--- config.mk ---
export PLATFORM = sky130hd
export DESIGN_NAME = filter_out_downsamp
export DESIGN_NICKNAME = d
export VERILOG_FILES = /design/src/rtl/filter_out_downsamp.sv
export SDC_FILE = /design/constraint.sdc
export NUM_CORES = 1
export LEC_CHECK = 0
export BUFFER_PORTS_ARGS = -buffer_cell sky130_fd_sc_hd__buf_2
export CORE_ASPECT_RATIO = 0.5
export CORE_MARGIN = 2
export CORE_UTILIZATION = 47
export DETAILED_ROUTE_END_ITERATION = 8
export GPL_TIMING_DRIVEN = 0
export PLACE_DENSITY = 0.81
export SLEW_MARGIN = 20
export SYNTH_ARGS = -nofsm -noshare
export SYNTH_HDL_FRONTEND = slang
export SYNTH_SLANG_ARGS = --single-unit
--- constraint.sdc ---
create_clock -name clk_filter_sample -period 2.3 [get_ports clk_filter_sample]
set_clock_uncertainty 0.05 [all_clocks]
set_input_delay 0.23 -clock clk_filter_sample [delete_from_list [all_inputs] [get_ports clk_filter_sample]]
set_output_delay 0.23 -clock clk_filter_sample [all_outputs]
set_load 0.005 [all_outputs]
--- src/rtl/filter_out_downsamp.sv ---
// Receive-side symbol decimator: picks one matched-filter sample per symbol
// at a programmable phase and presents it with a one-cycle valid strobe.
//
// state | meaning
// ------+-----------------------------------------------------------
// IDLE  | not aligned; no captures, phase counter held at 0
// RUN   | aligned by sync; capture on tick when phase index matches
module filter_out_downsamp #(
  parameter int WIDTH   = 32,
  parameter int OSR     = 8,
  parameter int PHASE_W = 4
) (
  input  logic               clk_filter_sample,
  input  logic               rst_n,
  input  logic [1:0]         baud_rate,
  input  logic               sync,
  input  logic [PHASE_W-1:0] samp_phase,
  input  logic [WIDTH-1:0]   samp_i,
  input  logic [WIDTH-1:0]   samp_q,
  output logic [WIDTH-1:0]   symb_i,
  output logic [WIDTH-1:0]   symb_q,
  output logic               symb_valid,
  output logic               samp_tick,
  output logic               locked
);

  typedef enum logic {
    IDLE = 1'b0,
    RUN  = 1'b1
  } state_t;

  localparam logic [PHASE_W-1:0] PH_MAX = PHASE_W'(OSR - 1);

  state_t             state_q, state_d;
  logic [2:0]         pcnt_q, pcnt_d;
  logic [PHASE_W-1:0] pidx_q, pidx_d;
  logic [1:0]         baud_q, baud_d;
  logic [WIDTH-1:0]   symb_i_q, symb_i_d;
  logic [WIDTH-1:0]   symb_q_q, symb_q_d;
  logic               symb_valid_q, symb_valid_d;

  logic [2:0]         mask;
  logic               tick;
  logic               change;
  logic [PHASE_W-1:0] ph;
  logic               capture;

  // Prescaler decode, baud-change detect, phase clamp and capture qualifier
  always_comb begin
    mask = 3'b000;
    case (baud_rate)
      2'b00:   mask = 3'b111;
      2'b01:   mask = 3'b011;
      2'b10:   mask = 3'b001;
      default: mask = 3'b000;
    endcase
    tick    = ((pcnt_q & mask) == mask);
    change  = (baud_rate != baud_q);
    ph      = (samp_phase > PH_MAX) ? PH_MAX : samp_phase;
    capture = (state_q == RUN) && tick && (pidx_q == ph) && !sync && !change;
  end

  // Next-state logic: a baud change wins over sync
  always_comb begin
    state_d = state_q;
    if (change) begin
      state_d = IDLE;
    end else if (sync) begin
      state_d = RUN;
    end
  end

  // State register
  always_ff @(posedge clk_filter_sample) begin
    if (!rst_n) begin
      state_q <= IDLE;
    end else begin
      state_q <= state_d;
    end
  end

  // Counter, baud history and capture next values
  always_comb begin
    pcnt_d       = pcnt_q + 3'd1;
    pidx_d       = pidx_q;
    baud_d       = baud_rate;
    symb_i_d     = symb_i_q;
    symb_q_d     = symb_q_q;
    symb_valid_d = 1'b0;
    if (change || sync) begin
      pcnt_d = '0;
      pidx_d = '0;
    end else if (state_q == IDLE) begin
      pidx_d = '0;
    end else if (tick) begin
      pidx_d = (pidx_q == PH_MAX) ? '0 : pidx_q + PHASE_W'(1);
    end
    if (capture) begin
      symb_i_d     = samp_i;
      symb_q_d     = samp_q;
      symb_valid_d = 1'b1;
    end
  end

  // Datapath registers; reset drops any strobe pending from this cycle
  always_ff @(posedge clk_filter_sample) begin
    if (!rst_n) begin
      pcnt_q       <= '0;
      pidx_q       <= '0;
      baud_q       <= baud_rate;
      symb_i_q     <= '0;
      symb_q_q     <= '0;
      symb_valid_q <= 1'b0;
    end else begin
      pcnt_q       <= pcnt_d;
      pidx_q       <= pidx_d;
      baud_q       <= baud_d;
      symb_i_q     <= symb_i_d;
      symb_q_q     <= symb_q_d;
      symb_valid_q <= symb_valid_d;
    end
  end

  assign symb_i     = symb_i_q;
  assign symb_q     = symb_q_q;
  assign symb_valid = symb_valid_q;
  assign samp_tick  = tick;
  assign locked     = (state_q == RUN);

endmodule

# Yosys cells after proc, flatten, opt, wreduce, memory -nomap -nowiden
# Index checks and enable logic that the tools add are counted.
[totals]
out_inout_bits = 67
inputBits = 73
word_cells = 34
regBits = 75
[op_classes]
add_sub_neg = 2
eq_ne = 6
magnitude_cmp = 1
n_mux = 4
bitwise_logic = 3
reduce_logical = 11
[op_table]
columns = ["cell", "count"]
rows = [
  ["$pmux W3 S3", 1],
  ["$mux W4", 2],
  ["$add A4 B1 Y4 const B", 1],
  ["$eq A4 B3 Y1 const B", 1],
  ["$eq A4 B4 Y1", 1],
  ["$gt A4 B3 Y1 const B", 1],
  ["$logic_and A1 B1 Y1", 4],
  ["$reduce_or A2 Y1", 2],
  ["$add A3 B1 Y3 const B", 1],
  ["$and A3 B3 Y3", 1],
  ["$eq A3 B3 Y1", 1],
  ["$reduce_or A3 Y1", 1],
  ["$eq A2 B1 Y1 const B", 1],
  ["$eq A2 B2 Y1 const B", 1],
  ["$logic_not A1 Y1", 2],
  ["$logic_not A2 Y1", 1],
  ["$ne A2 B2 Y1", 1],
  ["$not A1 Y1", 2],
  ["$logic_or A1 B1 Y1", 1],
  ["$mux W1", 1],
]

# Longest topological paths before layout
[logic_depth]
ltp_word = 9
depth_mapped = 7
ltp_nobuf = 5

# Worst setup path before layout
# Ideal clock, no wire load.
[synth_timing]
kind = "register to register"
from = "reg pidx_q[2]"
to = "reg symb_i_q[10], in the netlist symb_i[10]"
slack_ps = 651
period_less_slack_ps = 1649
path_buffers = 3
arrival_time_ps = 1528
stages_incl_launch_ff = 8
setup_time_ps = 72
required_time_ps = 2178
path_cell_list = "dfxtp_1 buf_4 nor4b_2 a22o_1 o2111a_2 buf_8 buf_12 mux2i_1"
[synth_via]
elab_chain_cells = 4
[synth_rtl]
columns = ["element", "line", "source"]
rows = [
  ["from (decl)", "36", "logic [PHASE_W-1:0] pidx_q, pidx_d;"],
  ["from (signal assigned)", "116", "pidx_q <= pidx_d;"],
  ["$eq A4 B4 Y1", "60", "capture = (state_q == RUN) && tick && (pidx_q == ph) && !sync && !change;"],
  ["$logic_and A1 B1 Y1 (3 in series)", "60", ""],
  ["to (signal assigned)", "118", "symb_i_q <= symb_i_d;"],
  ["to (decl)", "38", "logic [WIDTH-1:0] symb_i_q, symb_i_d;"],
]
# Every way passes these cells.
# A chain may end at the register's enable or synchronous reset.

# Worst setup path after layout
[layout_timing]
from = "in baud_rate[1]"
to = "reg symb_i_q[8], in the netlist symb_i[8]"
[layout_via]
elab_chain_cells = 8
elab_cells_between_ends = 12
classes_between = "4 x eq/ne; 1 x mux; 1 x bitwise; 6 x reduce/logical"
[layout_rtl]
columns = ["element", "line", "source"]
rows = [
  ["from (decl)", "15", "input logic [1:0] baud_rate,"],
  ["$eq A2 B2 Y1, or another cell as far along", "51", "case (baud_rate)"],
  ["$pmux W3 S3", "51", ""],
  ["$and A3 B3 Y3", "57", "tick = ((pcnt_q & mask) == mask);"],
  ["$eq A3 B3 Y1", "57", ""],
  ["$logic_and A1 B1 Y1 (3 in series)", "60", ""],
  ["$logic_and A1 B1 Y1 *", "60", ""],
]
# Every way passes the cells marked *; elsewhere a longest branch is shown, timed or not.

==> PnR_summary.wiki <==
{| class="wikitable"
! Metric !! Value
|-
| Status || finished clean
|-
| Worst Path Required || 2.49 ns
|-
| Biggest cell delay along the critical path || 0.54 ns
|-
| Largest family of logic cells by synthesized area || multiplexers
|-
| Startpoint kind of the worst setup timing path || primary input
|-
| Height of the chip || 61.5 µm
|-
| Count of buffer and inverter cells on the critical path || 4
|-
| Timing-limited maximum frequency || 474 MHz
|-
| Total count of hold-check failures in the final report || 0
|-
| PortBufs || 138
|-
| Area share of fa/ha/maj cells after synthesis || 0.804%
|-
| Time the worst path needs with I/O delays and setup || between 2 and 2.5 ns
|-
| Clock-pin slew of the registers on the worst-case setup and hold paths || roughly 0.05 ns
|-
| Crit path arrival time || 2.30 ns
|-
| IO Pins || 140
|-
| Synthesized-area fraction occupied by ao, oa, aoi and oai cells || between 2 and 2.5%
|-
| Initial core utilization || 50.0%
|-
| Slew at the pin closest to its max-slew limit || 0.467 ns
|-
| Footprint of the flip-flops and latches || 1500 µm²
|-
| Clock buffers created by TritonCTS || 9
|-
| Crit path capture type || flop
|-
| Relative area change from synthesis to final layout || 35.0%
|-
| Total power divided by cell area || 645 nW/µm²
|-
| Post-Synthesis Cells || 335
|-
| Core area || roughly 6200 µm²
|-
| Endpoint of the worst-slack reg-to-reg timing path || symb_i[8]
|-
| Post-DP Area || ~3900 µm²
|-
| Fraction of layout instances using a drive strength above 1 || 33.3%
|-
| Average wire length per cell after detail routing || 12.7 µm
|-
| Horizontal die dimension || 119 µm
|-
| Multiplexer share of the synthesized area || between 20 and 25%
|-
| Leakage power summed over all cells || 0.00189 µW
|-
| Largest delay share family, worst path || buffers and inverters
|-
| Post-route cell area || around 4200 µm²
|-
| Final global-route overflow total || 0
|-
| Net total in the final layout || 561
|-
| Longest Clk Path Bufs || 2
|-
| DR vias || 2695
|-
| Post-synthesis instance area || 3110 µm²
|-
| Path type of the worst setup path || in -> reg
|-
| Post-detailed-route count of antenna-violating nets || 0
|-
| Top library cells by usage in the layout, fill and taps aside || sky130_fd_sc_hd__buf_2, sky130_fd_sc_hd__nand2_1, sky130_fd_sc_hd__dfxtp_1, sky130_fd_sc_hd__mux2i_1, sky130_fd_sc_hd__clkbuf_1
|-
| Highest-delay cell along the critical path || sky130_fd_sc_hd__dlygate4sd3_1
|-
| Cell Chain, Critical Path || dlygate4sd3_1 > buf_2 > xor2_1 > nor4_1 > o2111a_2 > buf_8 > buf_12 > mux2i_1
|-
| Worst Hold End || symb_q[29]
|-
| First-pass iteration count of the detailed router || 4
|-
| Utilization after layout || 67.4%
|-
| DR DRC count || 0
|-
| FF-to-FF Start || pidx_q[2]
|-
| Global-route total usage across every layer || 20.7%
|-
| Number of DRC markers in iteration 0 || 107
|-
| Total instance count after detailed placement || 561
|-
| Critical path fanouts, max || 10
|-
| Clock latency of the later-clocked register in the worst-skew pair || 0.32 ns
|-
| Number of storage elements in the synthesis netlist || 75
|-
| Warnings, synthesis || 0
|-
| Xor/xnor cell area share of the yosys netlist || 1.69%
|-
| Sum of net half-perimeters after detailed placement || between 5000 and 6000 µm
|-
| CTS tree || yes
|-
| Number of cells traversed by the worst hold path || 3
|-
| Count of maximum capacitance violations || 0
|-
| Clock root cell || sky130_fd_sc_hd__clkbuf_16
|-
| GPL Wtd Cong || 0.771
|-
| Initial antenna violation count || 0
|-
| Class of the worst hold path || in -> reg
|-
| Clk sink count || between 70 and 80
|-
| Number of setup violations in the final report || 0
|-
| Post-layout instance count excluding filler cells || 577
|-
| Area taken by multi-input logic gates || ~1400 µm²
|-
| Sum Neg Setup Slack || 0 ns
|-
| Hold_sp || samp_q[29]
|-
| Resize count post-CTS || 0
|-
| Global-route wire length before repair || 11800 µm
|-
| Antenna diode count || 0
|-
| Distinct cells, synth || 28
|-
| Placement row count || 20
|-
| Total Die Area || 7330 µm²
|-
| Routed wire length || 7330 µm
|-
| Syn nets || 410
|-
| Vias/cell || between 4 and 5
|-
| Portion of the post-synthesis area used by sequential elements || 48.2%
|-
| Portion of the clock cycle consumed by the worst path in the final layout || 91.7%
|-
| Minimum setup slack among reg-to-reg paths || 0.46 ns
|-
| VDD IR-drop max || 0.389 mV
|-
| Vias in the first global route || 2563
|-
| Worst hold margin || 0.0975 ns
|-
| R2R cell count || 7
|-
| Relative slew margins || 68.8%
|-
| Maximum number of pins on one net before global-route repair || 12
|-
| Setup repair after global routing missed its margin || false
|-
| Final slew viol count || 0
|-
| Deepest level of the CTS H-tree || 3
|-
| Fillcell total || between 500 and 600
|-
| Post-synthesis area per instance || slightly above 9 µm²
|-
| Leading cell type in the layout, fill and taps excluded || sky130_fd_sc_hd__buf_2
|-
| Simple-gate share of the synthesized area || a little under a fifth
|}
[per-stage QoR]
stage	total power (µW)	setup slack, ns
3_3_place_gp	1490	0.446
4_1_cts	2750	0.180
5_1_grt	2830	0.0521
3_5_place_dp	1490	0.389
6_report	2710	0.191
2_1_floorplan	1400	0.651
[cell usage after synthesis]
cell,number,area share [%]
sky130_fd_sc_hd__nand2_1,129,16
sky130_fd_sc_hd__dfxtp_1,75,48
sky130_fd_sc_hd__mux2i_1,67,22
sky130_fd_sc_hd__clkbuf_1,15,1.8
sky130_fd_sc_hd__nor2_1,11,1.3
sky130_fd_sc_hd__buf_12,5,3.2
sky130_fd_sc_hd__inv_1,4,0.48
sky130_fd_sc_hd__xnor2_1,3,0.84
sky130_fd_sc_hd__xor2_1,3,0.84
sky130_fd_sc_hd__a211oi_1,2,0.48
sky130_fd_sc_hd__a21oi_1,2,0.32
sky130_fd_sc_hd__buf_4,2,0.48
sky130_fd_sc_hd__ha_1,2,0.80
sky130_fd_sc_hd__a21oi_2,1,0.28
sky130_fd_sc_hd__a22o_1,1,0.28
sky130_fd_sc_hd__a31oi_1,1,0.20
sky130_fd_sc_hd__and2_1,1,0.20
sky130_fd_sc_hd__buf_8,1,0.48
sky130_fd_sc_hd__nand2b_1,1,0.20
sky130_fd_sc_hd__nand3_1,1,0.16
sky130_fd_sc_hd__nand3b_1,1,0.24
sky130_fd_sc_hd__nand4b_1,1,0.28
sky130_fd_sc_hd__nor3_1,1,0.16
sky130_fd_sc_hd__nor4_1,1,0.20
sky130_fd_sc_hd__nor4b_2,1,0.48
sky130_fd_sc_hd__o2111a_2,1,0.40
sky130_fd_sc_hd__o211a_1,1,0.32
sky130_fd_sc_hd__o21ai_0,1,0.16
[cells by family (layout without fill, tap and decap cells)]
| group | Yosys count | after routing |
|---|---|---|
| simple gates | 148 | 148 |
| flops | 75 | 75 |
| mux | 67 | 67 |
| buf+inv | 27 | 181 |
| compound gates | 10 | 10 |
| xor+xnor | 6 | 6 |
| fa+ha+maj | 2 | 2 |
[where the power goes]
part / switching, µW / internal [µW] / total [µW] / leakage, µW
clock: 477 / 769 / 1250 / 0.000137
combinational: 85.9 / 72.3 / 158 / 0.00115
sequential: 2.20 / 1300 / 1310 / 0.000605
total: 565 / 2150 / 2710 / 0.00189
[per-layer routing]
layer	share of wire, %	global-route usage, %	vias up
met3	4.9	5.74	12
met1	42	22.7	1227
met4	1.9	9.18	0
met2	51	39.3	65
li1	-	-	1391
met5	0	0	-
[worst register-to-register path: stages (launching register included)]
cell                       delay (ns)
sky130_fd_sc_hd__dfxtp_1         0.30
sky130_fd_sc_hd__buf_4           0.15
sky130_fd_sc_hd__nor4b_2         0.26
sky130_fd_sc_hd__a22o_1          0.19
sky130_fd_sc_hd__o2111a_2        0.24
sky130_fd_sc_hd__buf_8           0.19
sky130_fd_sc_hd__buf_12          0.16
sky130_fd_sc_hd__mux2i_1         0.22
[repair_timing]
item,4_1_cts,5_1_grt
hold buffers,2,0
endpoints found under the hold margin,2,0
endpoints found under the setup margin,0,0
buffers inserted,0,0
[layout make-up]
type | count | share of cell area (%)
flip-flops and latches | 75 | 35.7
multi-input cells | 233 | 33.6
repair buffers | 140 | 16.9
clock buffers | 11 | 6.02
plain buffers | 23 | 4.44
well taps | 88 | 2.62
clock inverters | 3 | 0.357
inverters | 4 | 0.357
[flip-flops by register name, summed over array words and instances, names as in the netlist]
name and flops:
locked 1, symb_i 32, symb_q 32, pidx_q 4, baud_q 2, pcnt_q 3, symb_valid 1
[worst max path at each step]
stage | slack (ns) | cells after the start | start | endpoint
global placement | 0.45 | 7 | baud_rate[1] | symb_i[29]
finish | 0.19 | 8 | baud_rate[1] | symb_i[8]
floorplan | 0.65 | 7 | pidx_q[2] | symb_i[10]
detailed placement | 0.39 | 7 | baud_rate[1] | symb_i[16]
global route | 0.05 | 8 | baud_rate[1] | symb_i[8]
CTS | 0.18 | 8 | baud_rate[1] | symb_i[16]
Note: power is estimated with default switching activity, not from simulation.
